--- src/rtl/request_queue_pkg.sv ---
// Shared types and size defaults for the request queue: parser op format, stored request, queue entry.
package request_queue_pkg;

    localparam int QUEUE_DEPTH   = 16;
    localparam int AGE_WIDTH     = 8;
    localparam int ADDRESS_WIDTH = 34;

    typedef enum logic [1:0] {
        NOP   = 2'd0,
        READ  = 2'd1,
        WRITE = 2'd2
    } parsed_op_t;

    typedef logic [AGE_WIDTH-1:0] age_t;

    typedef struct packed {
        parsed_op_t               opcode;
        logic [ADDRESS_WIDTH-1:0] address;
        logic [31:0]              time_cpu;
        logic                     op_ready_s;
    } parser_out_struct_t;

    typedef struct packed {
        parsed_op_t               opcode;
        logic [ADDRESS_WIDTH-1:0] address;
        logic [31:0]              time_cpu;
    } request_t;

    typedef struct packed {
        parsed_op_t               opcode;
        logic [ADDRESS_WIDTH-1:0] address;
        logic [31:0]              time_cpu;
        age_t                     age;
    } queue_entry_t;

    function automatic logic is_real_op(parsed_op_t op);
        return op != NOP;
    endfunction

endpackage

--- src/rtl/request_fifo.sv ---
// Circular request storage with per-entry saturating ages; head/count/full/empty decode from registers.
// Push is accepted when not full or when a pop lands the same cycle; a pop while empty is ignored.
module request_fifo
    import request_queue_pkg::*;
#(
    parameter int DEPTH     = QUEUE_DEPTH,
    parameter int AGE_WIDTH = request_queue_pkg::AGE_WIDTH,
    localparam int PW       = $clog2(DEPTH),
    localparam int CW       = PW + 1
) (
    input  logic          clk,
    input  logic          rst_n,
    input  logic          push,
    input  request_t      push_data,
    input  logic          pop,
    output queue_entry_t  head,
    output logic [CW-1:0] count,
    output logic          full,
    output logic          empty
);

    localparam logic [CW-1:0]        FULL_COUNT = CW'(DEPTH);
    localparam logic [AGE_WIDTH-1:0] AGE_MAX    = '1;

    request_t             mem   [DEPTH];
    logic [AGE_WIDTH-1:0] age_q [DEPTH];
    logic [PW-1:0]        rd_ptr;
    logic [PW-1:0]        wr_ptr;
    logic [PW-1:0]        head_idx;
    logic [PW-1:0]        offs;
    logic [DEPTH-1:0]     age_inc;
    logic                 pop_eff;
    logic                 push_eff;

    assign full     = (count == FULL_COUNT);
    assign empty    = (count == '0);
    assign pop_eff  = pop && !empty;
    assign push_eff = push && (!full || pop_eff);

    // While empty, point at the slot just popped so head keeps showing its last value.
    assign head_idx = empty ? rd_ptr - PW'(1) : rd_ptr;

    always_comb begin
        head.opcode   = mem[head_idx].opcode;
        head.address  = mem[head_idx].address;
        head.time_cpu = mem[head_idx].time_cpu;
        head.age      = age_t'(age_q[head_idx]);
    end

    // Only entries that stay resident across this edge keep ageing.
    always_comb begin
        offs    = '0;
        age_inc = '0;
        for (int i = 0; i < DEPTH; i++) begin
            offs       = PW'(i) - rd_ptr;
            age_inc[i] = ({1'b0, offs} < count) && !(pop_eff && offs == '0)
                         && (age_q[i] != AGE_MAX);
        end
    end

    always_ff @(posedge clk or negedge rst_n) begin
        if (!rst_n) begin
            rd_ptr <= '0;
            wr_ptr <= '0;
            count  <= '0;
            for (int i = 0; i < DEPTH; i++) begin
                mem[i]   <= '0;
                age_q[i] <= '0;
            end
        end else begin
            for (int i = 0; i < DEPTH; i++) begin
                if (age_inc[i]) begin
                    age_q[i] <= age_q[i] + AGE_WIDTH'(1);
                end
            end
            if (push_eff) begin
                mem[wr_ptr]   <= push_data;
                age_q[wr_ptr] <= '0;
                wr_ptr        <= wr_ptr + PW'(1);
            end
            if (pop_eff) begin
                rd_ptr <= rd_ptr + PW'(1);
            end
            case ({push_eff, pop_eff})
                2'b10:   count <= count + CW'(1);
                2'b01:   count <= count - CW'(1);
                default: count <= count;
            endcase
        end
    end

endmodule

--- src/rtl/request_queue.sv ---
// Holds one parsed op until cpu_time reaches its timestamp, then queues it for the scheduler (head 2 cycles after op_ready_s).
// Parser is throttled by pending_request/queue_full; REQUEST_QUEUE_TIME_SKIP_EN jumps cpu_time over idle gaps.
module request_queue
    import request_queue_pkg::*;
#(
    parameter int DEPTH     = QUEUE_DEPTH,
    parameter int AGE_WIDTH = request_queue_pkg::AGE_WIDTH
) (
    input  logic                   clk,
    input  logic                   rst_n,
    input  parser_out_struct_t     in,
    output logic                   queue_full,
    output logic                   pending_request,
    output logic                   head_valid,
    output queue_entry_t           head,
    input  logic                   head_pop,
    output logic [$clog2(DEPTH):0] count,
    output logic [31:0]            cpu_time
);

    logic     phase;
    logic     hold_vld;
    request_t hold;
    logic     fifo_full;
    logic     fifo_empty;
    logic     capture;
    logic     time_met;
    logic     insert;

    assign capture  = in.op_ready_s && is_real_op(in.opcode) && !hold_vld;
    assign time_met = (hold.time_cpu <= cpu_time);
    // A held op can enter a full queue when the scheduler frees the head slot this same cycle.
    assign insert   = hold_vld && time_met && (!fifo_full || (head_pop && !fifo_empty));

    assign queue_full      = fifo_full;
    assign pending_request = hold_vld;
    assign head_valid      = !fifo_empty;

    always_ff @(posedge clk or negedge rst_n) begin
        if (!rst_n) begin
            phase    <= 1'b0;
            cpu_time <= '0;
            hold_vld <= 1'b0;
            hold     <= '0;
        end else begin
`ifdef REQUEST_QUEUE_TIME_SKIP_EN
            if (hold_vld && fifo_empty && !time_met) begin
                cpu_time <= hold.time_cpu;
                phase    <= 1'b0;
            end else begin
                phase <= ~phase;
                if (phase) begin
                    cpu_time <= cpu_time + 32'd1;
                end
            end
`else
            phase <= ~phase;
            if (phase) begin
                cpu_time <= cpu_time + 32'd1;
            end
`endif
            if (insert) begin
                hold_vld <= 1'b0;
            end else if (capture) begin
                hold_vld <= 1'b1;
                hold     <= '{opcode: in.opcode, address: in.address, time_cpu: in.time_cpu};
            end
        end
    end

    request_fifo #(
        .DEPTH     (DEPTH),
        .AGE_WIDTH (AGE_WIDTH)
    ) u_fifo (
        .clk       (clk),
        .rst_n     (rst_n),
        .push      (insert),
        .push_data (hold),
        .pop       (head_pop),
        .head      (head),
        .count     (count),
        .full      (fifo_full),
        .empty     (fifo_empty)
    );

endmodule

--- config.mk ---
export PLATFORM = sky130hd
export DESIGN_NAME = request_queue
export DESIGN_NICKNAME = d
export VERILOG_FILES = /design/src/rtl/request_queue_pkg.sv /design/src/rtl/request_fifo.sv /design/src/rtl/request_queue.sv
export SDC_FILE = /design/constraint.sdc
export NUM_CORES = 2
export LEC_CHECK = 0
export BUFFER_PORTS_ARGS = -buffer_cell sky130_fd_sc_hd__buf_2
export CORE_MARGIN = 1
export CORE_UTILIZATION = 30
export CTS_CLUSTER_DIAMETER = 150
export DETAILED_ROUTE_END_ITERATION = 12
export MAX_ROUTING_LAYER = met4
export SYNTH_ARGS = -nofsm -noshare
export SYNTH_HDL_FRONTEND = slang
export SYNTH_SLANG_ARGS = --single-unit
--- constraint.sdc ---
create_clock -name clk -period 9.25 [get_ports clk]
set_input_delay 1.85 -clock clk [delete_from_list [all_inputs] [get_ports clk]]
set_output_delay 1.85 -clock clk [all_outputs]
set_load 0.01 [all_outputs]
==> impl_summary.txt <==
----------------------------------------------------
[Yosys]
  Dominant cells by area after synthesis ... sky130_fd_sc_hd__dfrtp_1 (51%), sky130_fd_sc_hd__mux2_2 (21%), sky130_fd_sc_hd__a211oi_1 (5.9%)
  Count of yosys warnings during synthesis ... 0
  Adder-cell share of the synthesized area ... 0.01936
  Post-synth net total ... 5479
  Most instantiated library cell after synthesis ... sky130_fd_sc_hd__dfrtp_1
  Number of distinct standard cells referenced by the synthesized netlist ... 65
  Async set-or-reset flop fraction in the synthesized netlist ... 1.000
  Dominant cell type by area after synthesis ... sky130_fd_sc_hd__dfrtp_1
  EDFF count, synth ... 0
  Most common library cells after synthesis ... sky130_fd_sc_hd__dfrtp_1 (1331), sky130_fd_sc_hd__mux2_2 (1206), sky130_fd_sc_hd__and3_1 (523), sky130_fd_sc_hd__a211oi_1 (507), sky130_fd_sc_hd__clkbuf_1 (336)
  Leading register cell type out of synthesis ... sky130_fd_sc_hd__dfrtp_1
  Share of synthesized area occupied by flip-flops and latches ... 0.5122
  Cell area after synthesis ... 0.06503 mm²
  Number of flip-flops and latches in the synthesized netlist ... 1331
  Simple-gate share of the synthesized area ... 0.09945
  Post-synthesis xor/xnor area fraction ... 0.007542
  Multiplexer fraction of the synthesized cell area ... 0.2315
  Combinational family with the most area after synthesis ... multiplexers
  Cell count after synthesis ... 5307
  Average cell area after synthesis ... 12.25 µm²
  Fraction of the mapped netlist area in compound gates ... 0.09399
  Synth top area share ... 0.5122

[Worst setup path]
  Data arrival time at the worst-slack endpoint ... 5600 ps
  Worst r2r path cells ... 15
  Family with the most delay on the worst path ... buffers and inverters
  Critical setup path kind ... flip-flop to output pin
  CP Capture Type ... output pin
  Chain of cells forming the critical path ... or4_1 > o21ai_4 > buf_4 > buf_4 > and3_1 > a211oi_1 > o41a_1 > a21oi_1 > buf_2
  Critical path's largest stage delay ... 850 ps
  Crit-path max FO ... 83
  Type of origin of the critical path ... flip-flop
  WP depth ... 9
  Required time at the worst-slack endpoint ... 7400 ps
  Most used cell, CP ... sky130_fd_sc_hd__buf_4
  Cell at the slowest stage of the critical path ... sky130_fd_sc_hd__or4_1
  Count of buffering cells on the critical path with inverters included ... 3

[GRT]
  Total grt overflow ... 0
  Number of global-route vias before repair ... 45360
  Overall track demand over capacity in global routing ... 0.1780
  Met1 track demand over resource in global routing ... 0.2413
  Routing layer with the top usage in global route ... met2
  Met3 Resource Use GR ... 0.02820
  Met2 Resource Use GR ... 0.2774
  Initial antenna violation count ... 12
  Largest net degree at the start of global routing ... 225
  Global-route wire length before repair ... 291200 µm

[Floorplanning]
  Height of the die ... 467.6 µm
  Number of top-level pins ... 188
  Core region area ... 0.2150 mm²
  Effective utilization at floorplan ... 0.3024
  Row Count ... 170
  Total die area ... 0.2186 mm²
  Horiz. Die Dim ... 467.6 µm

[CTS]
  CTS Hold Bufs ... 0
  Number of levels the H-tree was split into ... 4
  Worst-Skew Late Latency ... 780 ps
  Library cell used as clock root buffer ... sky130_fd_sc_hd__clkbuf_16
  Cts bufs inserted ... 139
  Cts repair resizes ... 0
  CTS tree ... built
  Clock sink total ... 1331
  Number of buffers inserted to repair setup after CTS ... 0
  Maximum buffer depth of the clock tree ... 3
  Clock edge transition at the registers on the reported setup and hold paths ... 60 ps

[STA]
  Final worst-path setup slack ... 1798 ps
  Period minus WS final ... 7452 ps
  Slew Limit Headroom ... 0.1212
  # setup viols final ... 0
  Maximum clock skew at final layout ... 26.20 ps
  Unrepaired setup endpoints after global routing ... no
  Transition at the pin with the smallest max-transition slack ... 1306 ps
  Crit share post-route ... 0.8056
  Setup Total Neg Slack ... 0 ps
  Maximum frequency from static timing analysis ... 134.2 MHz
  Hold Fails Final Rpt ... 0
  Max Transition Viols Final ... 0

[Outcome]
  Run status ... finished, final reports clean

[Placement]
  GPL Wtd Cong ... 0.8282
  PortBufs ... 187
  Worst setup slack before clock tree synthesis ... 2626 ps
  Post-detail-place hpwl ... 103800 µm

[Min path]
  Number of cells traversed by the worst hold path ... 1
  Worst hold-check path type ... flip-flop to flip-flop

[Detailed routing]
  Detailed-route DRC error count ... 0
  Detailed-route wire length ... 190000 µm
  Number of nets with antenna violations after detailed routing ... 0
  Count of routing violations after the opening detailed-route iteration ... 3772
  First-pass iteration count of the detailed router ... 6
  Per-cell routed wire length ... 23.18 µm
  Number of vias per cell ... 5.442
  Via count ... 44606

[Power]
  Cell leakage power ... 33.50 nW
  Post-layout power ... 27.03 mW
  Worst-case vdd ir drop ... 0.0003868 V
  Pwr Density ... 369.5 mW/mm²

[Layout]
  Fraction of final layout cells with drive strength greater than 1 ... 0.3364
  Nets ... 5416
  Post-synthesis to final-layout area growth ... 12.49%
  Fill cell count ... 21016

[Job]
  Total of max-cap violations ... 0

----------------------------------------------------
-- worst paths after layout --
path / from / to / slack [ps]
max: u_fifo.count[0] / head[55] / 1800
min: u_fifo.mem[525] / u_fifo.mem[525] / 500
max reg2reg: hold[31] / u_fifo.count[4] / 3090
min reg2reg: u_fifo.mem[525] / u_fifo.mem[525] / 500
max in group asynchronous: rst_n / u_fifo.mem[51] / 5980
min in group asynchronous: rst_n / cpu_time[28] / 1070
-- flip-flops by register name (all words and copies together) (netlist names) --
name / cells
cpu_time: 32
hold: 68
pending_request: 1
phase: 1
u_fifo.age_q: 128
u_fifo.count: 5
u_fifo.mem: 1088
u_fifo.rd_ptr: 4
u_fifo.wr_ptr: 4
-- cells by family after synthesis --
| kind of cell | after synthesis |
|---|---|
| AO/OA/AOI/OAI | 880 |
| XOR/XNOR | 56 |
| adder cells (fa/ha/maj) | 100 |
| buffers and inverters | 575 |
| flip-flops | 1331 |
| multiplexers | 1293 |
| AND/OR/NAND/NOR | 1072 |
-- cells in the final DEF (no fill, tap or decap), drive strengths merged, types with 21 or more instances in the layout --
| master | count |
|---|---|
| dfrtp | 1331 |
| mux2 | 1206 |
| and3 | 523 |
| a211oi | 507 |
| buf | 278 |
| clkbuf | 203 |
| a21oi | 167 |
| nand3 | 108 |
| nor4 | 102 |
| inv | 100 |
| ha | 99 |
| o21ai | 98 |
| or3 | 66 |
| nand2 | 65 |
| or4 | 58 |
| mux4 | 48 |
| nand4 | 47 |
| o31ai | 41 |
| xnor2 | 40 |
| mux2i | 39 |
| nor2 | 34 |
| clkinv | 27 |
| nor3 | 27 |
| o41a | 21 |
-- worst reg2reg max path, stage by stage, from the launching register on --
cell and delay (ps):
sky130_fd_sc_hd__dfrtp_1 710, sky130_fd_sc_hd__ha_1 490, sky130_fd_sc_hd__nand4_1 200, sky130_fd_sc_hd__nor4_1 1130, sky130_fd_sc_hd__nand3_1 620, sky130_fd_sc_hd__o31a_1 270
sky130_fd_sc_hd__buf_4 240, sky130_fd_sc_hd__nor3_1 540, sky130_fd_sc_hd__inv_1 300, sky130_fd_sc_hd__ha_1 360, sky130_fd_sc_hd__fa_1 450, sky130_fd_sc_hd__a21o_1 180
sky130_fd_sc_hd__a21oi_1 180, sky130_fd_sc_hd__xor2_1 170, sky130_fd_sc_hd__nor2_1 60, sky130_fd_sc_hd__xnor2_1 130
-- report_power, final --
| part | leakage (nW) | switching, mW | internal, mW |
|---|---|---|---|
| sequential | 17.6 | 2.04 | 8.09 |
| combinational | 13.7 | 6.45 | 4.82 |
| clock | 2.24 | 2.39 | 3.24 |
-- layer usage --
layer / part of all wire / wire length [µm]
met5: 0 / 0
met4: 0.021 / 3905
met3: 0.049 / 9320
met2: 0.47 / 88720
met1: 0.46 / 88010
-- through the flow --
stage | hold WS (ps) | utilization | cells | cell area (µm²)
after floorplan | 456.5 | - | 5307 | 65030
after global placement | 474.5 | 0.3189 | 7941 | 68590
after detailed placement | 485.8 | 0.3189 | 7941 | 68590
after CTS | 498.3 | 0.3401 | 8188 | 73130
after global routing | 505.8 | 0.3401 | 8192 | 73140
final | 496.0 | 0.3402 | 8196 | 73150
-- cell type report --
type | instances | area (µm²) | share of cell area
clock buffer | 203 | 4093 | 0.05595
tap | 2838 | 3551 | 0.04854
antenna | 8 | 20.02 | 0.0002737
inverter | 93 | 354.1 | 0.004840
timing repair buffer | 278 | 1834 | 0.02507
sequential | 1331 | 33310 | 0.4553
multi-input combinational | 3401 | 29540 | 0.4038
clock inverter | 44 | 454.2 | 0.006209
No activity file was read; power rests on OpenSTA's default activity.
